### config.mk
export PLATFORM = sky130hd
export DESIGN_NAME = grf_dump_reader
export DESIGN_NICKNAME = d
export VERILOG_FILES = /design/src/rtl/cpu_pkg.sv /design/src/rtl/grf_dump_reader.sv
export SDC_FILE = /design/constraint.sdc
export NUM_CORES = 1
export LEC_CHECK = 0
export ABC_CLOCK_PERIOD_IN_PS = 2350
export CAP_MARGIN = 5
export CORE_MARGIN = 2
export CORE_UTILIZATION = 40
export CTS_BUF_LIST = sky130_fd_sc_hd__clkbuf_16
export DETAILED_ROUTE_END_ITERATION = 16
export PLACE_DENSITY = 0.75
export SLEW_MARGIN = 20
export SYNTH_ARGS = -nofsm -noshare
export SYNTH_HDL_FRONTEND = slang
export SYNTH_SLANG_ARGS = --single-unit
### constraint.sdc
create_clock -name clk -period 2.35 [get_ports clk]
set_input_delay 0.235 -clock clk [delete_from_list [all_inputs] [get_ports clk]]
set_output_delay 0.235 -clock clk [all_outputs]
set_load 0.05 [all_outputs]
### src/rtl/cpu_pkg.sv
// cpu_pkg - shared CPU definitions used by the GRF and its debug readers.
//
// Contents:
//   GRF_ADDR_W / GRF_DATA_W : general register file address and data widths
//   dump_state_e            : state encoding of the GRF dump reader FSM
//                             (DUMP_CSUM is only reachable when the dump
//                             reader is built with GRF_DUMP_CSUM_EN)
package cpu_pkg;

  localparam int GRF_ADDR_W = 5;
  localparam int GRF_DATA_W = 32;

  typedef enum logic [2:0] {
    DUMP_IDLE  = 3'd0,
    DUMP_FETCH = 3'd1,
    DUMP_SEND  = 3'd2,
    DUMP_DONE  = 3'd3,
    DUMP_CSUM  = 3'd4
  } dump_state_e;

endpackage

### src/rtl/grf_dump_reader.sv
// grf_dump_reader - debug read-out engine for the general register file.
//
// On a start pulse the engine walks registers FIRST_REG..LAST_REG through a
// dedicated GRF read port, snapshots each value and streams it out as one
// word per valid/ready transfer.
//
// Ports:
//   clk       : system clock, rising edge
//   reset     : synchronous, active-high reset
//   start     : one-cycle dump request, only honoured in IDLE
//   busy      : high while a dump is in progress (FETCH/SEND/CSUM/DONE)
//   rd_addr   : GRF read port address
//   rd_data   : combinational GRF read data (includes write bypass)
//   out_valid : stream word valid
//   out_ready : stream sink ready
//   out_data  : register value (or checksum word)
//   out_index : register index of out_data
//   out_last  : marks the final word of the dump
//   done      : one-cycle pulse after the final transfer
//
// Optional build macro GRF_DUMP_CSUM_EN: appends one checksum word (XOR of
// all dumped register words, index 0) after the last register word.
module grf_dump_reader
  import cpu_pkg::*;
#(
  parameter int FIRST_REG = 0,
  parameter int LAST_REG  = 31
) (
  input  logic                  clk,
  input  logic                  reset,
  input  logic                  start,
  output logic                  busy,
  output logic [GRF_ADDR_W-1:0] rd_addr,
  input  logic [GRF_DATA_W-1:0] rd_data,
  output logic                  out_valid,
  input  logic                  out_ready,
  output logic [GRF_DATA_W-1:0] out_data,
  output logic [GRF_ADDR_W-1:0] out_index,
  output logic                  out_last,
  output logic                  done
);

  localparam logic [GRF_ADDR_W-1:0] FIRST_IDX = GRF_ADDR_W'(FIRST_REG);
  localparam logic [GRF_ADDR_W-1:0] LAST_IDX  = GRF_ADDR_W'(LAST_REG);

  dump_state_e           state_q, state_d;
  logic [GRF_ADDR_W-1:0] idx_q, idx_d;
  logic                  out_valid_q, out_valid_d;
  logic [GRF_DATA_W-1:0] out_data_q, out_data_d;
  logic [GRF_ADDR_W-1:0] out_index_q, out_index_d;
  logic                  out_last_q, out_last_d;
`ifdef GRF_DUMP_CSUM_EN
  logic [GRF_DATA_W-1:0] csum_q, csum_d;
`endif

  logic xfer;
  logic at_last;

  assign xfer    = out_valid_q && out_ready;
  assign at_last = (idx_q == LAST_IDX);

  // The read port is driven straight from the walk counter; outside FETCH the
  // address simply holds whatever idx last was, which the GRF ignores.
  assign rd_addr   = idx_q;
  assign busy      = (state_q != DUMP_IDLE);
  assign done      = (state_q == DUMP_DONE);
  assign out_valid = out_valid_q;
  assign out_data  = out_data_q;
  assign out_index = out_index_q;
  assign out_last  = out_last_q;

  always_comb begin
    state_d     = state_q;
    idx_d       = idx_q;
    out_valid_d = out_valid_q;
    out_data_d  = out_data_q;
    out_index_d = out_index_q;
    out_last_d  = out_last_q;
`ifdef GRF_DUMP_CSUM_EN
    csum_d      = csum_q;
`endif

    case (state_q)
      DUMP_IDLE: begin
        if (start) begin
          idx_d   = FIRST_IDX;
          state_d = DUMP_FETCH;
`ifdef GRF_DUMP_CSUM_EN
          csum_d  = '0;
`endif
        end
      end

      // Snapshot the register in this single cycle so a same-cycle GRF write
      // (visible through the bypass) is what gets reported.
      DUMP_FETCH: begin
        out_data_d  = rd_data;
        out_index_d = idx_q;
        out_valid_d = 1'b1;
`ifdef GRF_DUMP_CSUM_EN
        out_last_d  = 1'b0;
        csum_d      = csum_q ^ rd_data;
`else
        out_last_d  = at_last;
`endif
        state_d     = DUMP_SEND;
      end

      DUMP_SEND: begin
        if (xfer) begin
          if (!at_last) begin
            out_valid_d = 1'b0;
            idx_d       = idx_q + GRF_ADDR_W'(1);
            state_d     = DUMP_FETCH;
          end else begin
`ifdef GRF_DUMP_CSUM_EN
            // Checksum word follows directly; csum_q already folds in the
            // last register because it updated at that FETCH edge.
            out_valid_d = 1'b1;
            out_data_d  = csum_q;
            out_index_d = '0;
            out_last_d  = 1'b1;
            state_d     = DUMP_CSUM;
`else
            out_valid_d = 1'b0;
            state_d     = DUMP_DONE;
`endif
          end
        end
      end

`ifdef GRF_DUMP_CSUM_EN
      DUMP_CSUM: begin
        if (xfer) begin
          out_valid_d = 1'b0;
          state_d     = DUMP_DONE;
        end
      end
`endif

      DUMP_DONE: begin
        state_d = DUMP_IDLE;
      end

      default: begin
        state_d = DUMP_IDLE;
      end
    endcase
  end

  always_ff @(posedge clk) begin
    if (reset) begin
      state_q     <= DUMP_IDLE;
      idx_q       <= '0;
      out_valid_q <= 1'b0;
      out_data_q  <= '0;
      out_index_q <= '0;
      out_last_q  <= 1'b0;
`ifdef GRF_DUMP_CSUM_EN
      csum_q      <= '0;
`endif
    end else begin
      state_q     <= state_d;
      idx_q       <= idx_d;
      out_valid_q <= out_valid_d;
      out_data_q  <= out_data_d;
      out_index_q <= out_index_d;
      out_last_q  <= out_last_d;
`ifdef GRF_DUMP_CSUM_EN
      csum_q      <= csum_d;
`endif
    end
  end

endmodule

==> impl_metrics.yaml, run 1 <==
place:
  port_buffers: 81
  dp_hpwl_um: 2860
  gp_congestion: 0.783
setup_path:
  startpoint_type: "flop"
  cp_data_required_time_ns: 2.12
  crit_chain: "and2_1, clkdlybuf4s50_1"
  worst-path-buf-inv: 1
  worstPathMaxFanout: 10
  cpPeakStageDelay_ns: 0.80
  worst_setup_path_end_kind: "primary output"
  slowest_stage: "clkdlybuf4s50_1"
  cp.arrival_ns: 1.76
  crit_family: "buffers and inverters"
  criticalPathCategory: "flop to primary output"
yosys:
  yosys_most_used_dff: "dfxtp_1"
  yosysMostFrequentCell: "nand2_1"
  ys_seq_area_share_pct: 52.6
  ys_ff_latch: 46
  synthCells: 212
  syn_area_per_cell_um2: 8.25
  synth_area_um2: 1750
  synth_area_leaders: "dfxtp_1, nand2_1, a21oi_1"
  synth_nets: 250
  synth_top_area_share_pct: 52.6
  async_flop_share_pct: 0
  synth_top_area_cell: "dfxtp_1"
  synth_cell_types: 29
  yosysWarningCount: 0
  synth_edf_count: 0
  ys_top_cells_by_count: "nand2_1, dfxtp_1, a21oi_1"
sta:
  finalClockSkew_ns: 0.00268
  rsz0062_at_grt: "no"
  timing.slew.headroom_pct: 44.7
  finalSetupViolations: 0
  slew_violations: 0
  tightest_slew_ns: 0.830
  setup-tns-final_ns: 0
  period_share_pct: 85.0
  hold_viol: 0
  fin_crit_ns: 2.00
  clock.fmax_mhz: 500
  hold_ws_ns: 0.452
routing:
  dr.pass1.iters: 4
  finalWirelength_um: 4200
  drc: 0
  drt-vias-per-instance: 4.81
  antenna_left: 0
  dr.first_iter.drc_count: 84
  wl_per_cell_um: 12.2
  via_count: 1656
pwr:
  combPwrFrac_pct: 18.8
  powerDensity_nw_per_um2: 673
  p_leak_nw: 0.976
  vdd_ir_drop_max_mv: 0.380
  p_int_w: 0.00134
  power_w: 0.00183
  switchingPower_w: 0.000497
  power.clock.fraction_pct: 35.8
  p_seq_share_pct: 45.5
  switching_share_pct: 27.1
floorplan:
  num_rows: 24
  die_area_um2: 4920
  pin_count: 82
  start_util_pct: 40.7
  die_h_um: 70.1
  core_um2: 4290
  die-width_um: 70.1
cells_and_area:
  syn_to_final_growth_pct: 55.7
  diodes: 0
  drive_gt1_share_pct: 6.85
  nets: 329
cts:
  cts_buffer_depth: 2
  postCtsHoldBufs: 0
  cts_tree: "yes"
  clk_pin_slew_ns: 0.06
  cts_root_buffer: "clkbuf_16"
  clock_latency_ns: 0.28
  post_cts_buffers: 0
  cts_inserted_buffers: 5
  cts_resized: 0
  htreeDepth: 2
  cts_sinks: 46
global_routing:
  grt_overflow: 0
  grt_pass1_wl_um: 7250
  grt_usage_pct: 18.5
  grt_pass1_vias: 1628
  grt_max_degree: 47
  grt_antenna_before_repair: 0
job:
  maxCapViolCount: 0
hold_path:
  hold_class: "flop to flop"
outcome:
  status: "completed"
-- metrics by stage --
step | setup slack, ns | std cells | area, um2 | utilization (%)
after floorplan | 0.285 | 212 | 1750 | -
after global placement | 0.531 | 336 | 2590 | 60.2
after detailed placement | 0.477 | 336 | 2590 | 60.2
after CTS | 0.331 | 344 | 2720 | 63.4
after global routing | 0.250 | 344 | 2720 | 63.4
final | 0.351 | 344 | 2720 | 63.4
-- final timing paths --
path	from	end	slack (ns)	cells after the start
min	out_data[23]$_SDFFE_PP0P_	out_data[23]$_SDFFE_PP0P_	0.45	2
max reg2reg	rd_addr[1]$_SDFFE_PP0P_	rd_addr[3]$_SDFFE_PP0P_	0.46	6
min reg2reg	out_data[23]$_SDFFE_PP0P_	out_data[23]$_SDFFE_PP0P_	0.45	2
max	state_q[1]$_SDFFE_PP0P_	done	0.35	2
-- cells in the final DEF, fill, tap and decap left out, drive strengths merged, types with 2 or more instances in the layout --
cell type / netlist / layout
clkinv: 0 / 2
ha: 2 / 2
clkdlybuf4s50: 0 / 80
inv: 1 / 2
dfxtp: 46 / 46
nor2b: 2 / 2
nand2: 76 / 76
nand2b: 2 / 2
a31oi: 2 / 2
or4: 2 / 2
a21oi: 43 / 43
clkbuf: 7 / 5
o211ai: 6 / 6
buf: 7 / 6
nand3: 2 / 2
nor2: 2 / 2
-- kinds of logic after synthesis --
logic type	share of synthesized area, %
DFF	52.6
AOI/OAI and AO/OA	16.5
buffers and inverters	4.43
adders and majority gates	1.43
and+or+nand+nor	25.0
-- power groups by stage --
stage / registers, W / logic (W) / clock network, W
floorplan: 0.000950 / 0.000106 / 0
global placement: 0.000849 / 0.000344 / 0
detailed placement: 0.000851 / 0.000346 / 0
CTS: 0.000834 / 0.000347 / 0.000678
global route: 0.000839 / 0.000369 / 0.000701
finish: 0.000833 / 0.000344 / 0.000655
-- routing by layer --
layer / share of wire, % / GRT usage [%] / up-vias
li1: - / - / 864
met1: 46 / 21.9 / 734
met2: 45 / 30.2 / 54
met3: 7.0 / 6.93 / 4
met4: 1.4 / 7.69 / 0
met5: 0 / 0 / -
-- flip-flops by register name, summed over array words and instances, names as in the netlist --
register,count
out_last,1
state_q,2
out_index,5
rd_addr,5
out_valid,1
out_data,32
-- area by class of cell --
| type | instances | area, um2 |
|---|---|---|
| Fill cell | 400 | 1570 |
| Sequential cell | 46 | 921 |
| Timing Repair Buffer | 86 | 843 |
| Multi-Input combinational cell | 151 | 753 |
| Clock buffer | 5 | 125 |
| Tap cell | 52 | 65.1 |
| Clock inverter | 3 | 12.5 |
| Inverter | 1 | 3.75 |
-- worst min-delay path, stage by stage (launching register included) --
cell and delay, ns:
dfxtp_1 0.31, nand2_1 0.05, a21oi_1 0.05
(Power assumes the default switching activity.)
==> run 2, diff against run 1 <==
--- a/config.mk
+++ b/config.mk
@@ -9,7 +9,6 @@
 export CAP_MARGIN = 5
 export CORE_MARGIN = 2
 export CORE_UTILIZATION = 40
-export CTS_BUF_LIST = sky130_fd_sc_hd__clkbuf_16
 export DETAILED_ROUTE_END_ITERATION = 16
 export PLACE_DENSITY = 0.75
 export SLEW_MARGIN = 20
==> run 2 against run 1 <==
  * Sequential share of layout area is 0.58 points higher
  * Combinational power about the same
  * Cell area decreased by 1.7%
  * Non-clock buffer count is the same
  * Clock skew rose by 0.0045 ns
  * Count of clock-buffer cells in the layout rose by 2
  * Critical path type unchanged
  * Flip-flop and latch count stayed put
  * First-iteration DRC count decreased by 8.3%
  * Global-route usage shrank 0.24 points
  * Highest routed layer unchanged
  * Critical path depth unchanged
  * Clock power is 26% lower
==> impl_metrics.yaml, run 2 (same netlist as run 1, synthesis figures left out) <==
cts:
  cts_resized: 0
  postCtsHoldBufs: 0
  post_cts_buffers: 0
  cts_root_buffer: "clkbuf_8"
  cts_inserted_buffers: 5
  cts_buffer_depth: 2
  cts_tree: "yes"
  clock_latency_ns: 0.29
  htreeDepth: 2
  clk_pin_slew_ns: 0.08
  cts_sinks: 46
cells_and_area:
  final_cell_mix: "clkdlybuf4s50_1, nand2_1, dfxtp_1"
  mostFrequentLayoutCell: "clkdlybuf4s50_1"
  syn_to_final_growth_pct: 53.1
  largest_reg_flops: 32
  nets: 329
  drive_gt1_share_pct: 7.19
  diodes: 0
setup_path:
  startpoint_type: "flop"
  worst_setup_path_end_kind: "primary output"
  cpPeakStageDelay_ns: 0.80
  cp_data_required_time_ns: 2.12
  crit_chain: "and2_1, clkdlybuf4s50_1"
  cp.arrival_ns: 1.78
  criticalPathCategory: "flop to primary output"
  worstPathMaxFanout: 10
  slowest_stage: "clkdlybuf4s50_1"
global_routing:
  grt_pass1_vias: 1620
  grt_antenna_before_repair: 0
  grt_max_degree: 47
  grt_pass1_wl_um: 7230
  grt_usage_pct: 18.3
  grt_overflow: 0
floorplan:
  start_util_pct: 40.7
  pin_count: 82
  die_h_um: 70.1
  die-width_um: 70.1
  die_area_um2: 4920
  core_um2: 4290
  num_rows: 24
sta:
  clock.fmax_mhz: 495
  period_share_pct: 85.9
  slew_violations: 0
  rsz0062_at_grt: "no"
  timing.slew.headroom_pct: 44.3
  setup-tns-final_ns: 0
  finalClockSkew_ns: 0.00722
  hold_viol: 0
  tightest_slew_ns: 0.835
  fin_crit_ns: 2.02
  finalSetupViolations: 0
pwr:
  powerDensity_nw_per_um2: 620
  vdd_ir_drop_max_mv: 0.297
  p_leak_nw: 0.952
  power_w: 0.00166
routing:
  dr.first_iter.drc_count: 77
  drc: 0
  antenna_left: 0
  dr.pass1.iters: 4
  finalWirelength_um: 4210
  drt-vias-per-instance: 4.81
  wl_per_cell_um: 12.2
  via_count: 1654
place:
  gp_congestion: 0.783
  port_buffers: 81
  dp_hpwl_um: 2860
hold_path:
  hold_class: "flop to flop"
job:
  maxCapViolCount: 0
outcome:
  status: "completed"
run 2: changes by cell type in the layout (fill, tap and decap cells not counted):
cell | previous run | this run
clkbuf_8 | 0 | 6
clkinv_1 | 1 | 0
inv_1 | 2 | 1
clkbuf_16 | 5 | 0
clkbuf_1 | 0 | 1
run 2: cell type report:
type	count	area [um2]
Clock buffer	7	86.3
Timing Repair Buffer	86	843
Multi-Input combinational cell	151	753
Tap cell	52	65.1
Clock inverter	1	5.00
Fill cell	408	1620
Inverter	1	3.75
Sequential cell	46	921
run 2: report_power, final:
group / total (W) / internal [W] / switching [W]
sequential: 0.000832 / 0.000811 / 0.0000209
clock: 0.000484 / 0.000237 / 0.000247
combinational: 0.000344 / 0.000139 / 0.000206
total: 0.00166 / 0.00119 / 0.000473
run 2: final timing paths:
| kind | start | endpoint | slack [ns] | cells past startpoint |
|---|---|---|---|---|
| setup reg to reg | rd_addr[1]$_SDFFE_PP0P_ | rd_addr[3]$_SDFFE_PP0P_ | 0.46 | 6 |
| hold / removal | out_data[23]$_SDFFE_PP0P_ | out_data[23]$_SDFFE_PP0P_ | 0.45 | 2 |
| hold reg to reg | out_data[23]$_SDFFE_PP0P_ | out_data[23]$_SDFFE_PP0P_ | 0.45 | 2 |
| setup / recovery | state_q[1]$_SDFFE_PP0P_ | done | 0.33 | 2 |
run 2: layer usage:
metal,GRT usage (%),vias up,wire [um]
li1,-,862,-
met1,22.1,731,1960
met2,30.2,54,1890
met3,5.92,7,281
met4,7.05,0,77
met5,0,-,0
run 2: worst max-delay path, delay by kind of cell, from the launching register on:
kind | cells | cell delay [ns]
flops | 1 | 0.52
simple gates | 1 | 0.17
buf+inv | 1 | 0.80
run 2: metrics by stage:
| stage | util [%] | hold slack (ns) | setup slack [ns] | area (um2) | std cells |
|---|---|---|---|---|---|
| 4_1_cts | 62.4 | 0.457 | 0.312 | 2680 | 344 |
| 6_report | 62.4 | 0.455 | 0.332 | 2680 | 344 |
| 2_1_floorplan | - | 0.328 | 0.285 | 1750 | 212 |
| 3_5_place_dp | 60.2 | 0.447 | 0.477 | 2590 | 336 |
| 5_1_grt | 62.4 | 0.475 | 0.224 | 2680 | 344 |
| 3_3_place_gp | 60.2 | 0.441 | 0.531 | 2590 | 336 |
